==> src/rtl/counter_nb_if.sv <==
// Control/status bundle for counter_nb: the host side drives the counting
// controls and the terminal value, the counter returns its count and flags.
interface counter_nb_if #(
  parameter int WIDTH    = 32,
  parameter int NUM_LEDS = 3
);
  logic                CE;
  logic                CLR;
  logic                LD;
  logic [WIDTH-1:0]    D;
  logic                UP;
  logic [WIDTH-1:0]    LIMIT;
  logic [WIDTH-1:0]    Q;
  logic                TC;
  logic                OVF;
  logic [NUM_LEDS-1:0] LED;

  modport master (
    output CE, CLR, LD, D, UP, LIMIT,
    input  Q, TC, OVF, LED
  );

  modport slave (
    input  CE, CLR, LD, D, UP, LIMIT,
    output Q, TC, OVF, LED
  );
endinterface

==> src/rtl/counter_nb.sv <==
// Generic-width up/down counter with a clock-enable prescaler, programmable
// terminal value, wrap/saturate behaviour, clear/load, a terminal-count pulse
// and a sticky overflow flag. The LEDs mirror the top bits of the count.
module counter_nb #(
  parameter int WIDTH    = 32,
  parameter int PRESCALE = 1,
  parameter bit SATURATE = 1'b0,
  parameter int NUM_LEDS = 3
) (
  input  logic         CLK,
  input  logic         R_N,
  counter_nb_if.slave  bus
);

  localparam logic [WIDTH-1:0] ONE  = {{(WIDTH-1){1'b0}}, 1'b1};
  localparam logic [WIDTH-1:0] ZERO = '0;

  logic [WIDTH-1:0] r_q;
  logic             r_tc;
  logic             r_ovf;

  logic             w_step;
  logic [WIDTH-1:0] w_q_next;
  logic             w_term;

  // Prescaler: only exists when more than one enabled cycle per step is needed.
  generate
    if (PRESCALE == 1) begin : g_no_presc
      assign w_step = bus.CE;
    end else begin : g_presc
      localparam int              PW     = $clog2(PRESCALE);
      localparam logic [PW-1:0]   P_LAST = PW'(PRESCALE - 1);
      localparam logic [PW-1:0]   P_ONE  = {{(PW-1){1'b0}}, 1'b1};

      logic [PW-1:0] r_p;
      logic          w_p_last;

      assign w_p_last = (r_p == P_LAST);
      assign w_step   = bus.CE & w_p_last;

      // Count enabled cycles; clear and load both restart the step interval.
      always_ff @(posedge CLK or negedge R_N) begin
        if (!R_N) begin
          r_p <= '0;
        end else if (bus.CLR || bus.LD) begin
          r_p <= '0;
        end else if (bus.CE) begin
          if (w_p_last) begin
            r_p <= '0;
          end else begin
            r_p <= r_p + P_ONE;
          end
        end
      end
    end
  endgenerate

  // Next count and terminal detection for a step; LIMIT is only looked at here.
  always_comb begin
    w_q_next = r_q;
    w_term   = 1'b0;
    if (w_step) begin
      if (bus.UP) begin
        if (r_q >= bus.LIMIT) begin
          // Also covers a loaded value above LIMIT: that step is terminal.
          w_term   = 1'b1;
          w_q_next = SATURATE ? bus.LIMIT : ZERO;
        end else begin
          w_q_next = r_q + ONE;
        end
      end else begin
        if (r_q == ZERO) begin
          w_term   = 1'b1;
          w_q_next = SATURATE ? ZERO : bus.LIMIT;
        end else if (r_q > bus.LIMIT) begin
          // Out-of-range count snaps back into range without signalling.
          w_q_next = bus.LIMIT;
        end else begin
          w_q_next = r_q - ONE;
        end
      end
    end
  end

  // Count, terminal pulse and sticky overflow; clear beats load beats step.
  always_ff @(posedge CLK or negedge R_N) begin
    if (!R_N) begin
      r_q   <= '0;
      r_tc  <= 1'b0;
      r_ovf <= 1'b0;
    end else if (bus.CLR) begin
      r_q   <= '0;
      r_tc  <= 1'b0;
      r_ovf <= 1'b0;
    end else if (bus.LD) begin
      r_q   <= bus.D;
      r_tc  <= 1'b0;
    end else begin
      r_q   <= w_q_next;
      r_tc  <= w_term;
      r_ovf <= r_ovf | w_term;
    end
  end

  assign bus.Q   = r_q;
  assign bus.TC  = r_tc;
  assign bus.OVF = r_ovf;
  assign bus.LED = r_q[WIDTH-1 -: NUM_LEDS];

endmodule

==> src/flat_wrapper.sv <==
// flat-port wrapper written by rule: the top's interface ports become plain ports
module counter_nb_flat 
#(
  parameter int WIDTH    = 32,
  parameter int PRESCALE = 1,
  parameter bit SATURATE = 1'b0,
  parameter int NUM_LEDS = 3
)
  (CLK, R_N, bus_CE, bus_CLR, bus_LD, bus_D, bus_UP, bus_LIMIT, bus_Q, bus_TC, bus_OVF, bus_LED);
  counter_nb_if #(.WIDTH(WIDTH), .NUM_LEDS(NUM_LEDS)) bus_i ();
  input  logic CLK;
  input  logic R_N;
  input wire logic [$bits(bus_i.CE)-1:0] bus_CE;
  input wire logic [$bits(bus_i.CLR)-1:0] bus_CLR;
  input wire logic [$bits(bus_i.LD)-1:0] bus_LD;
  input wire logic [$bits(bus_i.D)-1:0] bus_D;
  input wire logic [$bits(bus_i.UP)-1:0] bus_UP;
  input wire logic [$bits(bus_i.LIMIT)-1:0] bus_LIMIT;
  output wire logic [$bits(bus_i.Q)-1:0] bus_Q;
  output wire logic [$bits(bus_i.TC)-1:0] bus_TC;
  output wire logic [$bits(bus_i.OVF)-1:0] bus_OVF;
  output wire logic [$bits(bus_i.LED)-1:0] bus_LED;
  assign bus_i.CE = bus_CE;
  assign bus_i.CLR = bus_CLR;
  assign bus_i.LD = bus_LD;
  assign bus_i.D = bus_D;
  assign bus_i.UP = bus_UP;
  assign bus_i.LIMIT = bus_LIMIT;
  assign bus_Q = bus_i.Q;
  assign bus_TC = bus_i.TC;
  assign bus_OVF = bus_i.OVF;
  assign bus_LED = bus_i.LED;
  counter_nb #(.WIDTH(WIDTH), .PRESCALE(PRESCALE), .SATURATE(SATURATE), .NUM_LEDS(NUM_LEDS)) u_core (.CLK(CLK), .R_N(R_N), .bus(bus_i));
endmodule
==> config.mk <==
export PLATFORM = sky130hd
export DESIGN_NAME = counter_nb_flat
export DESIGN_NICKNAME = d
export VERILOG_FILES = /design/src/rtl/counter_nb_if.sv /design/src/rtl/counter_nb.sv /design/src/flat_wrapper.sv
export SDC_FILE = /design/constraint.sdc
export NUM_CORES = 1
export LEC_CHECK = 0
export CORE_MARGIN = 2
export CORE_UTILIZATION = 46
export CTS_BUF_LIST = sky130_fd_sc_hd__clkbuf_16
export CTS_CLUSTER_SIZE = 25
export DETAILED_ROUTE_END_ITERATION = 8
export GPL_ROUTABILITY_DRIVEN = 0
export PLACE_DENSITY = 0.78
export SLEW_MARGIN = 10
export SYNTH_ARGS = -nofsm -noshare
export SYNTH_HDL_FRONTEND = slang
export SYNTH_SLANG_ARGS = --single-unit
==> constraint.sdc <==
create_clock -name CLK -period 2.8 [get_ports CLK]
set_clock_uncertainty 0.05 [all_clocks]
set_input_delay 0.56 -clock CLK [delete_from_list [all_inputs] [get_ports CLK]]
set_output_delay 0.56 -clock CLK [all_outputs]
set_load 0.03 [all_outputs]
==> flow_summary.yaml <==
sta:
  hold_violations: 0
  max_freq_mhz: 354
  worstMarginPinSlew_ns: 0.804
  finalMaxSlewViolations: 0
  setup_viol: 1
  fin_tns_setup_ns: -0.0219
  period_share: 1.01
  min_period_ns: 2.82
  setup_slack_ns: -0.0219
  maxSlewHeadroom: 0.459
floorplan:
  fp.dieArea_um2: 10200
  core_um2: 9200
  num_rows: 35
  pin_count: 107
  die_w_um: 101
  die_h_um: 101
  initial_core_util: 0.473
drt:
  dr.first_iter.drc_count: 610
  dr.pass1.iters: 7
  viasPerCell: 6.31
  drc: 0
  wl_per_cell_um: 20.3
  drtAntennaViolNets: 0
  finalWirelength_mm: 17.0
  vias: 5289
setup_path:
  crit_path_max_incr_delay_ns: 0.35
  crit_arrival_ns: 2.92
  critPathRequiredTime_ns: 2.90
  crit_fanout: 8
  crit_type: "input port to flop"
  r2r_start: "u_core.bus.Q[11]"
  crit_slowest_cell: "a221oi_2"
  cp-startpoint: "bus_LIMIT[5]"
  endpoint_kind: "flop"
  cp-start-kind: "input port"
  worstPathCellList: "dlygate4sd2_1, inv_2, ha_4, a21oi_4, o21ai_2, a221oi_2, buf_4, a311oi_4, nor3_4, buf_6, buf_12, mux2i_2, o211ai_1"
yosys:
  netlist.area_leader.share: 0.196
  synth_ff_type: "dfrtp_1"
  synthesis.nets: 660
  async_flop_share: 1.00
  synthCells: 555
  synth_edf_count: 0
  synth_seq_area_share: 0.196
  synth_top_area_cell: "dfrtp_1"
  synth_area_leaders: "dfrtp_1, ha_1, mux2i_1"
  synth_area_um2: 4350
  yosysWarnings: 0
  avgSynthCellArea_um2: 7.83
  synth.distinct_cells: 58
  ys_seq_elements: 34
final_layout:
  stdcell_area_um2: 6620
  num_antenna_cells: 0
  drive_above_1_share: 0.304
  fin_nets: 831
  area_delta_synth_final_pct: 52.3
global_route:
  grt_pass1_vias: 5381
  met1_usage: 0.384
  track_usage: 0.319
  met2_usage: 0.547
  antenna_found_initial: 0
  grt-busiest-layer: "met2"
  grt_first_pass_wirelength_mm: 26.0
  overflow: 0
  grt_max_degree: 35
  grt_util_met3: 0.0449
power_and_ir_drop:
  p_seq_frac: 0.228
  switching_share: 0.415
  ir_drop_mv: 0.269
  power_frac_comb: 0.558
  switchingPower_mw: 1.10
  p_int_mw: 1.55
  leakage_nw: 2.96
  power_density_nw_per_um2: 400
  pwr-share-clk: 0.213
status:
  run_status: "finished with violations"
  violations: "negative setup slack"
clocking:
  clk_latency_ns: 0.29
  clock_tree.root_cell: "clkbuf_16"
  hold_buffers: 0
  clockBufferDepth: 2
  clk_pin_slew_ns: 0.06
  h-tree-depth: 2
  cts_buffers: 5
  clock-sinks: 34
  cts_tree: "yes"
placement:
  dpl.hpwl_mm: 11.9
  portBuffers: 106
  place_area_um2: 6080
run:
  maxCapViolCount: 0
hold_path:
  hold_path_startpoint: "u_core.bus.OVF"
  hp-class: "flop to flop"
==> synth_stat cells (7+ instances only) <==
| cell | n |
|---|---|
| and2_1 | 7 |
| o211ai_1 | 7 |
| ha_1 | 35 |
| a21oi_1 | 29 |
| inv_1 | 41 |
| nor4_1 | 8 |
| a22oi_1 | 12 |
| dfrtp_1 | 34 |
| mux2i_1 | 24 |
| nand4_1 | 9 |
| nand2b_1 | 7 |
| a21boi_0 | 7 |
| nand2_1 | 36 |
| buf_2 | 7 |
| xor2_1 | 22 |
| clkbuf_1 | 24 |
| xnor2_1 | 26 |
| nand3_1 | 24 |
| a31oi_1 | 7 |
| nor2_1 | 32 |
| a222oi_1 | 8 |
| nor3_1 | 25 |
| o21ai_0 | 21 |
==> layer usage <==
layer,vias up,share of wire
met3,80,0.078
met2,335,0.49
met5,-,0
li1,2389,-
met1,2485,0.39
met4,0,0.050
==> cell usage in the layout (no fill, tap or decap), types with 15 or more instances in the layout <==
master / n
buf_4: 92
o21ai_0: 15
ha_4: 23
clkdlybuf4s50_1: 77
nand2_1: 34
xor2_1: 22
a21oi_1: 25
clkbuf_2: 22
dfrtp_1: 34
inv_1: 19
nor3_1: 20
xnor2_1: 26
nor2_1: 29
mux2i_1: 23
inv_2: 23
nand3_1: 24
==> critical path, delay by kind of cell <==
kind            cells  cell delay (ns)
compound gates      5             0.76
fa+ha+maj           1             0.21
buf+inv             5             0.82
mux                 1             0.23
simple gates        1             0.31
==> per-stage QoR <==
stage           util  hold slack (ns)  total power [mW]  setup WS [ns]  instances
6_report       0.720            0.440              2.65        -0.0219        838
5_1_grt        0.720            0.486              2.78        -0.0980        838
4_1_cts        0.707            0.437              2.55        0.00133        834
3_5_place_dp   0.661            0.424              1.92         -0.674        824
3_3_place_gp   0.661            0.417              1.88         -0.601        824
2_1_floorplan      -            0.214              1.38         0.0135        555
==> area by class of cell <==
cell class | count | area [um^2]
inverters | 41 | 154
fillers | 645 | 2580
flip-flops and latches | 34 | 851
repair buffers | 206 | 1750
well taps | 111 | 139
multi-input cells | 438 | 3590
clock buffers | 5 | 125
clock inverters | 3 | 12.5
==> power groups by stage <==
stage	Sequential, mW	Clock, mW	Combinational (mW)
2_1_floorplan	0.717	0	0.666
3_3_place_gp	0.592	0	1.29
3_5_place_dp	0.593	0	1.33
4_1_cts	0.599	0.557	1.39
5_1_grt	0.612	0.585	1.58
6_report	0.605	0.565	1.48
==> flip-flops by register name, summed over array words and instances, names as in the netlist <==
| register | cells |
|---|---|
| u_core.bus.TC | 1 |
| u_core.bus.Q | 32 |
| u_core.bus.OVF | 1 |
==> cell families (layout without fill, tap and decap cells) <==
| family | count (synthesis) | after routing | share of synthesized area |
|---|---|---|---|
| compound gates | 134 | 134 | 0.212 |
| xor+xnor | 48 | 48 | 0.0967 |
| fa+ha+maj | 35 | 35 | 0.101 |
| buf+inv | 83 | 255 | 0.0840 |
| flops | 34 | 34 | 0.196 |
| mux | 25 | 25 | 0.0587 |
| simple gates | 196 | 196 | 0.252 |
==> what timing repair did <==
action | 4_1_cts | 5_1_grt
setup buffers | 2 | 3
setup endpoints to repair | 34 | 32
gates cloned | 0 | 1
pin swaps | 19 | 20
gates resized for setup | 78 | 93
==> worst paths after layout <==
check	end	slack, ns	cells after the start
max reg2reg	u_core.bus.Q[7]	0	12
min in group asynchronous	u_core.bus.Q[27]	0.68	2
min reg2reg	u_core.bus.OVF	0.44	1
min	u_core.bus.OVF	0.44	1
max	u_core.bus.Q[7]	-0.02	13
max in group asynchronous	u_core.bus.Q[19]	1.65	2
No activity file was read; power rests on OpenSTA's default activity.
